File: config.mk
export PLATFORM = sky130hd
export DESIGN_NAME = lsu_mem_master
export DESIGN_NICKNAME = d
export VERILOG_FILES = /design/src/rtl/lsu_pkg.sv /design/src/rtl/lsu_mem_master_align.sv /design/src/rtl/lsu_mem_master.sv
export SDC_FILE = /design/constraint.sdc
export NUM_CORES = 1
export LEC_CHECK = 0
export BUFFER_PORTS_ARGS = -buffer_cell sky130_fd_sc_hd__buf_2
export CORE_ASPECT_RATIO = 1.5
export CORE_MARGIN = 3
export CORE_UTILIZATION = 55
export DETAILED_ROUTE_END_ITERATION = 7
export PLACE_DENSITY = 0.79
export SYNTH_ARGS = -nofsm -noshare
export SYNTH_HDL_FRONTEND = slang
export SYNTH_SLANG_ARGS = --single-unit
export TNS_END_PERCENT = 5
File: constraint.sdc
create_clock -name clk -period 4.3 [get_ports clk]
set_input_delay 0.43 -clock clk [delete_from_list [all_inputs] [get_ports clk]]
set_output_delay 0.43 -clock clk [all_outputs]
set_load 0.02 [all_outputs]
File: src/rtl/lsu_pkg.sv
// Shared definitions for the LSU memory master: funct3 codes, FSM state encoding,
// and the access-size / legality helpers.
package lsu_pkg;

  typedef enum logic [1:0] {
    ST_IDLE = 2'b00,
    ST_ACC0 = 2'b01,
    ST_ACC1 = 2'b10,
    ST_RESP = 2'b11
  } lsu_state_e;

  localparam logic [2:0] F3_B  = 3'b000;
  localparam logic [2:0] F3_H  = 3'b001;
  localparam logic [2:0] F3_W  = 3'b010;
  localparam logic [2:0] F3_BU = 3'b100;
  localparam logic [2:0] F3_HU = 3'b101;

  function automatic logic [3:0] size_mask(input logic [1:0] size_code);
    logic [3:0] m;
    case (size_code)
      2'b00:   m = 4'b0001;
      2'b01:   m = 4'b0011;
      2'b10:   m = 4'b1111;
      default: m = 4'b0000;
    endcase
    return m;
  endfunction

  // Unsigned sub-word codes exist only for loads.
  function automatic logic f3_legal(input logic we, input logic [2:0] f3);
    logic ok;
    case (f3)
      F3_B, F3_H, F3_W: ok = 1'b1;
      F3_BU, F3_HU:     ok = ~we;
      default:          ok = 1'b0;
    endcase
    return ok;
  endfunction

endpackage

File: src/rtl/lsu_mem_master_align.sv
// Combinational lane logic: byte-enable window, store byte-lane merge over the
// current memory word, and load extract with sign/zero extension.
module lsu_align
  import lsu_pkg::*;
(
  input  logic [2:0]  funct3_i,
  input  logic [1:0]  off_i,
  input  logic        hi_lane_i,
  input  logic [31:0] wdata_i,
  input  logic [31:0] mem_rdata_i,
  input  logic [63:0] ld_word_i,
  output logic [7:0]  be_o,
  output logic        cross_o,
  output logic [31:0] st_data_o,
  output logic [31:0] ld_data_o
);

  logic [4:0]  bit_off_s;
  logic [63:0] st_shift_s;
  logic [31:0] ld_shift_s;

  assign bit_off_s  = {off_i, 3'b000};
  assign be_o       = {4'b0000, size_mask(funct3_i[1:0])} << off_i;
  assign cross_o    = |be_o[7:4];
  assign st_shift_s = {32'h0000_0000, wdata_i} << bit_off_s;
  assign ld_shift_s = 32'(ld_word_i >> bit_off_s);

  // Store merge: the high lane covers bytes 4..7 of the shifted window
  always_comb begin
    st_data_o = mem_rdata_i;
    for (int i = 0; i < 4; i++) begin
      if (hi_lane_i ? be_o[i+4] : be_o[i]) begin
        st_data_o[8*i +: 8] = hi_lane_i ? st_shift_s[32+8*i +: 8] : st_shift_s[8*i +: 8];
      end else begin
        st_data_o[8*i +: 8] = mem_rdata_i[8*i +: 8];
      end
    end
  end

  // Load extract and extend
  always_comb begin
    ld_data_o = 32'h0000_0000;
    case (funct3_i[1:0])
      2'b00:   ld_data_o = {{24{~funct3_i[2] & ld_shift_s[7]}}, ld_shift_s[7:0]};
      2'b01:   ld_data_o = {{16{~funct3_i[2] & ld_shift_s[15]}}, ld_shift_s[15:0]};
      2'b10:   ld_data_o = ld_shift_s;
      default: ld_data_o = 32'h0000_0000;
    endcase
  end

endmodule

File: src/rtl/lsu_mem_master.sv
// MEM-stage load/store initiator: turns byte-addressed RV32I accesses into one or
// two word accesses on an async-read / sync-write memory port.
module lsu_mem_master
  import lsu_pkg::*;
#(
  parameter int ADDR_W   = 14,
  parameter int DATA_W   = 32,
  parameter bit SPLIT_EN = 1'b1
) (
  input  logic              clk,
  input  logic              rst,
  input  logic              req_valid,
  output logic              req_ready,
  input  logic              req_we,
  input  logic [2:0]        req_funct3,
  input  logic [31:0]       req_addr,
  input  logic [31:0]       req_wdata,
  output logic              resp_valid,
  output logic [31:0]       resp_rdata,
  output logic              resp_err,
  output logic              busy,
  output logic [ADDR_W-1:0] mem_addr,
  output logic [DATA_W-1:0] mem_wdata,
  output logic              mem_we,
  input  logic [DATA_W-1:0] mem_rdata
);

  lsu_state_e  state_q, state_d;
  logic        we_q, we_d;
  logic [2:0]  f3_q, f3_d;
  logic [31:0] addr_q, addr_d;
  logic [31:0] wdata_q, wdata_d;
  logic [31:0] lo_q, lo_d;
  logic [31:0] hi_q, hi_d;
  logic        resp_valid_q;
  logic [31:0] resp_rdata_q, rdata_d;
  logic        resp_err_q, err_d;
  logic        busy_q;

  logic [ADDR_W-1:0] w0_s, w1_s, mem_addr_s;
  logic [31:0]       mem_wdata_s, st_data_s, ld_data_s;
  logic [63:0]       ld_word_s;
  logic [7:0]        be_s;
  logic              cross_s, mem_we_s;

  assign w0_s = addr_q[ADDR_W+1:2];
  assign w1_s = w0_s + {{(ADDR_W-1){1'b0}}, 1'b1};

  // The word being read this cycle is combined with the half captured earlier.
  assign ld_word_s = (state_q == ST_ACC1) ? {mem_rdata, lo_q} : {hi_q, mem_rdata};

  lsu_align u_align (
    .funct3_i    (f3_q),
    .off_i       (addr_q[1:0]),
    .hi_lane_i   (state_q == ST_ACC1),
    .wdata_i     (wdata_q),
    .mem_rdata_i (mem_rdata),
    .ld_word_i   (ld_word_s),
    .be_o        (be_s),
    .cross_o     (cross_s),
    .st_data_o   (st_data_s),
    .ld_data_o   (ld_data_s)
  );

  // Next-state, capture and memory-port control
  always_comb begin
    state_d     = state_q;
    we_d        = we_q;
    f3_d        = f3_q;
    addr_d      = addr_q;
    wdata_d     = wdata_q;
    lo_d        = lo_q;
    hi_d        = hi_q;
    rdata_d     = 32'h0000_0000;
    err_d       = 1'b0;
    mem_addr_s  = w0_s;
    mem_wdata_s = 32'h0000_0000;
    mem_we_s    = 1'b0;
    case (state_q)
      ST_IDLE: begin
        if (req_valid) begin
          we_d    = req_we;
          f3_d    = req_funct3;
          addr_d  = req_addr;
          wdata_d = req_wdata;
          if (f3_legal(req_we, req_funct3)) begin
            state_d = ST_ACC0;
          end else begin
            state_d = ST_RESP;
            err_d   = 1'b1;
          end
        end else begin
          state_d = ST_IDLE;
        end
      end
      ST_ACC0: begin
        mem_addr_s = w0_s;
        if (cross_s && (SPLIT_EN == 1'b0)) begin
          state_d = ST_RESP;
          err_d   = 1'b1;
        end else begin
          if (we_q) begin
            mem_wdata_s = st_data_s;
            mem_we_s    = |be_s[3:0];
          end else begin
            lo_d = mem_rdata;
          end
          if (cross_s) begin
            state_d = ST_ACC1;
          end else begin
            state_d = ST_RESP;
            rdata_d = we_q ? 32'h0000_0000 : ld_data_s;
          end
        end
      end
      ST_ACC1: begin
        mem_addr_s = w1_s;
        if (we_q) begin
          mem_wdata_s = st_data_s;
          mem_we_s    = |be_s[7:4];
        end else begin
          hi_d = mem_rdata;
        end
        state_d = ST_RESP;
        rdata_d = we_q ? 32'h0000_0000 : ld_data_s;
      end
      ST_RESP: begin
        state_d = ST_IDLE;
      end
      default: begin
        state_d = ST_IDLE;
      end
    endcase
  end

  // State, request capture and registered response outputs
  always_ff @(posedge clk) begin
    if (rst) begin
      state_q      <= ST_IDLE;
      we_q         <= 1'b0;
      f3_q         <= 3'b000;
      addr_q       <= 32'h0000_0000;
      wdata_q      <= 32'h0000_0000;
      lo_q         <= 32'h0000_0000;
      hi_q         <= 32'h0000_0000;
      resp_valid_q <= 1'b0;
      resp_rdata_q <= 32'h0000_0000;
      resp_err_q   <= 1'b0;
      busy_q       <= 1'b0;
    end else begin
      state_q      <= state_d;
      we_q         <= we_d;
      f3_q         <= f3_d;
      addr_q       <= addr_d;
      wdata_q      <= wdata_d;
      lo_q         <= lo_d;
      hi_q         <= hi_d;
      resp_valid_q <= (state_d == ST_RESP);
      resp_rdata_q <= rdata_d;
      resp_err_q   <= err_d;
      busy_q       <= (state_d != ST_IDLE);
    end
  end

  assign req_ready  = (state_q == ST_IDLE);
  assign resp_valid = resp_valid_q;
  assign resp_rdata = resp_rdata_q;
  assign resp_err   = resp_err_q;
  assign busy       = busy_q;
  assign mem_addr   = mem_addr_s;
  assign mem_wdata  = mem_wdata_s;
  assign mem_we     = mem_we_s & ~rst;

endmodule

* Yosys cells after proc, flatten, opt, wreduce, memory -nomap -nowiden *
Index checks and enable logic that the tools add are counted.

operators by class
  $add $sub $neg = 1
  eq/ne operators = 10
  shift operators = 3
  mux-type cells = 32
  bitwise gates (word level) = 9
  reductions and logical operators = 13

operator list
  kind                                                             count
  32-bit 2-to-1 mux                                                4
  32-bit one-hot mux with 3 select lines                           1
  64-bit 2-to-1 mux                                                1
  8-bit 2-to-1 mux                                                 8
  32-bit one-hot mux with 2 select lines                           1
  32-bit by 5-bit << shifter with 64-bit output                    1
  64-bit by 5-bit right shift with 32-bit output                   1
  14-bit by 1-bit adder with 14-bit output, second input constant  1
  14-bit 2-to-1 mux                                                1
  4-bit one-hot mux with 3 select lines                            1
  1-bit 2-to-1 mux                                                 10
  2-bit == test, second input constant                             4
  2-bit one-hot mux with 4 select lines                            1
  4-bit OR reduction                                               2
  4-bit by 2-bit << shifter with 8-bit output                      1
  3-bit == test, second input constant                             2
  1-bit NOT                                                        6
  2-bit AND reduction                                              3
  3-bit OR reduction                                               2
  2-bit by 1-bit == test with 1-bit output, second input constant  2
  2-bit zero test                                                  2
  2-bit 2-to-1 mux                                                 2
  1-bit one-hot mux with 2 select lines                            2
  2-bit OR reduction                                               2
  5 further kinds                                                  7

word-level totals
  register bits after elaboration = 153
  input bits = 103
  output and inout port bits = 83
  logic and storage cells = 79

* Logic depth before layout (Yosys ltp) *
  depth after elaboration = 9
  gate-level depth with buffers = 9
  mapped depth without buffers = 6

* By module *
From an unflattened synthesis, not the netlist that was laid out.

second synthesis, totals
  cell total of the unflattened synthesis = 1039
  area total of the unflattened synthesis = 8803.4 um^2

by module, submodules not included
  module          times used  cells each  area an instance (um^2)  seq. area each (um^2)
  lsu_mem_master  1           750         6329.8                   3062.9
  lsu_align       1           289         2473.6                   0.0

* Worst setup path before layout *
Ideal clock, no wire load.

  path type = flip-flop to output port
  start point = register state_q[0]
  end point = output mem_wdata[16]
  data arrival time = 1954 ps
  setup slack = 1916 ps
  cell stages (with the launch flop) = 10
  path buffers = 3
  cell sequence = dfxtp_1 -> inv_1 -> ha_1 -> buf_6 -> and3_4 -> o21a_1 -> buf_2 -> or2_1 -> buf_4 -> a211oi_2

on the way
  cells in the longest elaborated chain, start to end = 5

ends and longest elaborated chain
  item                                                  line                                                    source
  start: declaration                                    lsu_mem_master.sv:28                                    lsu_state_e state_q, state_d;
  start signal: assignment                              lsu_mem_master.sv:151                                   state_q <= state_d;
  2-bit == test                                         lsu_mem_master.sv:55, lsu_mem_master.sv:79
  8-bit 2-to-1 mux or 1-bit 2-to-1 mux (tied branches)  lsu_mem_master_align.sv:33, lsu_mem_master_align.sv:32
  8-bit 2-to-1 mux                                      lsu_mem_master_align.sv:32                              if (hi_lane_i ? be_o[i+4] : be_o[i]) begin
  32-bit 2-to-1 mux                                     lsu_mem_master.sv:102, lsu_mem_master.sv:118
  32-bit 2-to-1 mux (*)                                 n/a
  end: declaration                                      lsu_mem_master.sv:23                                    output logic [DATA_W-1:0] mem_wdata,

Mark *: on every way between the ends. The rest lies on a longest branch, timed or not.

* Worst setup path in the final report *
  start point = register f3_q[0]
  end point = output mem_wdata[21]

on the way
  cells in the longest elaborated chain, start to end = 7

ends and longest elaborated chain
  item                                             line                                          source
  start: declaration                               lsu_mem_master.sv:30                          logic [2:0] f3_q, f3_d;
  start signal: assignment                         lsu_mem_master.sv:141                         f3_q <= 3'b000;
  start signal: assignment                         lsu_mem_master.sv:153                         f3_q <= f3_d;
  2-bit == test, or another cell as far along      lsu_pkg.sv:20                                 case (size_code)
  4-bit one-hot mux with 3 select lines (*)        lsu_pkg.sv:20
  4-bit by 2-bit << shifter with 8-bit output (*)  lsu_mem_master_align.sv:23                    assign be_o = {4'b0000, size_mask(funct3_i[1:0])} << off_i;
  1-bit 2-to-1 mux (*)                             lsu_mem_master_align.sv:32
  8-bit 2-to-1 mux (*)                             lsu_mem_master_align.sv:32
  32-bit 2-to-1 mux (*)                            lsu_mem_master.sv:102, lsu_mem_master.sv:118
  32-bit 2-to-1 mux (*)                            n/a

Marks and branches as above.

==> out/results.txt <==
The run finished with clean final reports. Counting the buffers created by CTS gives 17. The endpoint identified for the worst register-to-register timing path is resp_rdata[22].

The highest cell delay on the worst timing path was 820 ps. The most prevalent standard cell on the critical path was sky130_fd_sc_hd__a211oi_2. Synthesis produced 966 cells.

The number of cells on the worst reg-to-reg path is 7. The most critical setup path has its startpoint at f3_q[0]. Once the clock tree was built, the setup fixing pass inserted 0 buffers. In the final routed layout, each cell accounts on average for 19.6 um. The total overflow left after global routing is 0. Input and output buffers added on the ports amount to 169. The detailed router finished its first iteration with 567 violations. After clock tree synthesis, the clock-pin slew on the worst setup and hold paths is 60 ps. The most crowded layer after global routing is met2.

The tools report the total of endpoints with negative setup slack in the final report as 0. By count the netlist is led by 250 x sky130_fd_sc_hd__nand2_1, 145 x sky130_fd_sc_hd__dfxtp_1, 128 x sky130_fd_sc_hd__a21oi_1. The synthesized netlist contains 57 unique library cells. The ratio of total power to cell area is 438 mW/mm2, and the met2 track utilization from global routing is 0.523.

The worst-case clock buffer depth was 2. The worst-case IR drop observed on VDD is 0.275 mV. After synthesis the netlist holds a flip-flop and latch count of 145. The tool flagged a number of max-cap violations equal to 0. Reg-to-reg startpoint: state_q[0].

The clock reaches the later pin of the worst-skew pair after 420 ps. The logs give 0 for the number of failing hold endpoints at the final stage and 1078 for the number of nets produced by synthesis. The post-layout minimum cycle time is 3910 ps, and the leakage power total is 0.00384 uW. Detailed placement finished with a half-perimeter wire length of 17.8 mm. The tightest hold margin is 246 ps, and the fraction of layout cells with a size suffix above 1 is 0.272. The tools report the critical path capture point as mem_wdata[21]. At the pin with the least slew margin, the transition time is 1220 ps. The total area of multi-input combinational cells was 0.00500 mm2. TritonCTS built the clock tree. The number of antenna violations at the first check in global routing is 0, and the average via count per standard cell is 6.04. Yosys attributes the largest share of cell area to sky130_fd_sc_hd__dfxtp_1 35%, sky130_fd_sc_hd__nand2_1 11%, sky130_fd_sc_hd__mux4_2 8.0%.

For the achievable frequency, the log shows 256 MHz. The ratio of final minimum period to clock period was 0.910. The element type at the critical path start was a flip-flop. The type of element capturing the critical path was an output pin. From bottom edge to top edge, the die measures 157 um. The count of inserted antenna diode cells came out at 0.

Post-detailed-routing wire length: 25.3 mm. By instance count, the leading cell after synthesis is sky130_fd_sc_hd__nand2_1. In this run the remaining antenna-violating nets after routing total 0. The number of global-route vias before repair was 7452. Compared with the post-synthesis result, the final layout area differs by 15.6%.

The run gives 0.571 as the effective utilization at floorplan. Among all stages on the critical path, the largest delay is contributed by sky130_fd_sc_hd__ha_1. Clock skew on the completed layout was measured at 9.14 ps.

The Yosys step of the flow raised 0 warnings. The met1 layer usage reported by global route came out at 0.326. Proportion of synthesized chip area in sequential cells: 0.345. The total standard cell area after synthesis was 0.00841 mm2; the first-pass GRT wire length was 39.2 mm. Detailed routing inserted a total of 7787 vias. For the final-report max-slew violation count, the log shows 0. In this run, synthesis inferred 0 flip-flops with an integrated enable.

Data arrives at the worst endpoint at 3480 ps. The die is 107 um wide. The total negative slack was 0 ps; the setup slack on the worst flop-to-flop path was 1370 ps. Gates resized during post-CTS repair numbered 0. The share of flip-flops with an asynchronous set or reset is 0. The sequential cells in the finished layout cover a total of 0.00291 mm2. The floorplan step defined a die boundary enclosing 0.0168 mm2. The most used flip-flop cell after synthesis is sky130_fd_sc_hd__dfxtp_1.

Setup repair after global routing left no endpoint under its margin. The root buffer cell is sky130_fd_sc_hd__clkbuf_16. The maximum number of pins on one net before global-route repair was 60; the largest driver fanout on the critical path was 25. Classification of the worst setup path: reg2out. At the end of routability-driven placement, the weighted congestion stood at 0.967. For the remaining max-slew budget at the tightest pin, the log shows 0.188. The synthesized area per cell is 8.70 um2, and the number of DRC violations after detailed routing is 0.

CTS built an H-tree with a depth of 4. The critical path goes through inv_1, ha_1, nand2b_1, a211oi_2, or2_1, a211oi_2, buf_2. The filler cells instantiated in the layout total 1306. The tools report the required time of the worst setup path as 3870 ps. Leading area contributor after synthesis: sky130_fd_sc_hd__dfxtp_1.

Before antenna repair, the detailed router went through 8 iterations. The fraction of post-synthesis cell area in the top cell type by area was 0.345. Clock tree synthesis found a total of 145 sinks. For the number of top-level pins, the log shows 186. After floorplanning, the core was sized to cover 0.0147 mm2. Hold repair after CTS inserted 0 buffers.

For the global routing usage on met3, the log shows 0.0570. In the final design database the tool counted 1194 nets. The run gives 0.299 as the overall routing resource usage. The placement row count came out at 54.

The class of the tightest hold or removal check is in2reg.
sequential cells by signal, indices dropped and copies added (netlist names):
| register | cells |
|---|---|
| hi_q | 24 |
| busy | 1 |
| lo_q | 32 |
| addr_q | 16 |
| resp_rdata | 32 |
| wdata_q | 32 |
| resp_err | 1 |
| we_q | 1 |
| state_q | 2 |
| resp_valid | 1 |
| f3_q | 3 |
worst max-delay path, delay by kind of cell (launching register included):
kind            cells  cell delay [ps]
fa+ha+maj           1              820
compound gates      2              810
simple gates        2              770
flops               1              350
buf+inv             2              310
per-layer routing:
layer	part of all wire	vias up
li1	-	3666
met1	0.36	3613
met2	0.51	388
met3	0.059	120
met4	0.070	0
met5	0	-
cell families (layout without fill, tap and decap cells):
kind of cell	Yosys count	in the layout	synth area share
AND/OR/NAND/NOR	351	351	0.181
AO/OA/AOI/OAI	221	221	0.170
flip-flops	145	145	0.345
multiplexers	135	135	0.216
buffers and inverters	92	220	0.0606
XOR/XNOR	13	13	0.0135
adder cells (fa/ha/maj)	9	9	0.0134
metrics by stage:
stage | cells | util | total power, uW | instance area [um2] | setup WS [ps]
6_report | 1290 | 0.660 | 4260 | 9720 | 388
5_1_grt | 1290 | 0.660 | 4430 | 9720 | 211
4_1_cts | 1290 | 0.660 | 4250 | 9720 | 477
3_5_place_dp | 1259 | 0.619 | 2740 | 9120 | 923
3_3_place_gp | 1259 | 0.619 | 2720 | 9120 | 1040
2_1_floorplan | 966 | - | 2470 | 8410 | 1920
cell usage in the layout, fill, tap and decap left out, types with 17 or more instances in the layout:
cell and count:
sky130_fd_sc_hd__a21oi_1 128, sky130_fd_sc_hd__nor2_1 17, sky130_fd_sc_hd__mux2i_1 47, sky130_fd_sc_hd__nor3_1 28, sky130_fd_sc_hd__mux4_2 30, sky130_fd_sc_hd__dfxtp_1 143
sky130_fd_sc_hd__mux2_2 21, sky130_fd_sc_hd__buf_2 168, sky130_fd_sc_hd__clkbuf_16 17, sky130_fd_sc_hd__nand2_1 250, sky130_fd_sc_hd__mux2_1 33
layout make-up:
| type | count | area share |
|---|---|---|
| well taps | 196 | 0.0252 |
| clock buffers | 21 | 0.0474 |
| multi-input cells | 729 | 0.515 |
| flip-flops and latches | 145 | 0.300 |
| clock inverters | 10 | 0.0136 |
| inverters | 9 | 0.00348 |
| repair buffers | 180 | 0.0958 |
worst min-delay path by stage:
stage | endpoint | depth (start not counted) | slack, ps | from
global placement | hi_q[20] | 2 | 440 | hi_q[20]
detailed placement | hi_q[20] | 2 | 440 | hi_q[20]
finish | addr_q[9] | 3 | 250 | req_addr[9]
floorplan | hi_q[10] | 2 | 430 | hi_q[10]
CTS | addr_q[9] | 3 | 240 | req_addr[9]
global route | addr_q[12] | 3 | 240 | req_addr[12]
report_power, final:
part           switching, uW  internal [uW]  total (uW)
logic                    701            460        1160
registers                122           1460        1590
clock network            570            938        1510
total                   1390           2860        4260
Note: power is estimated with default switching activity, not from simulation.
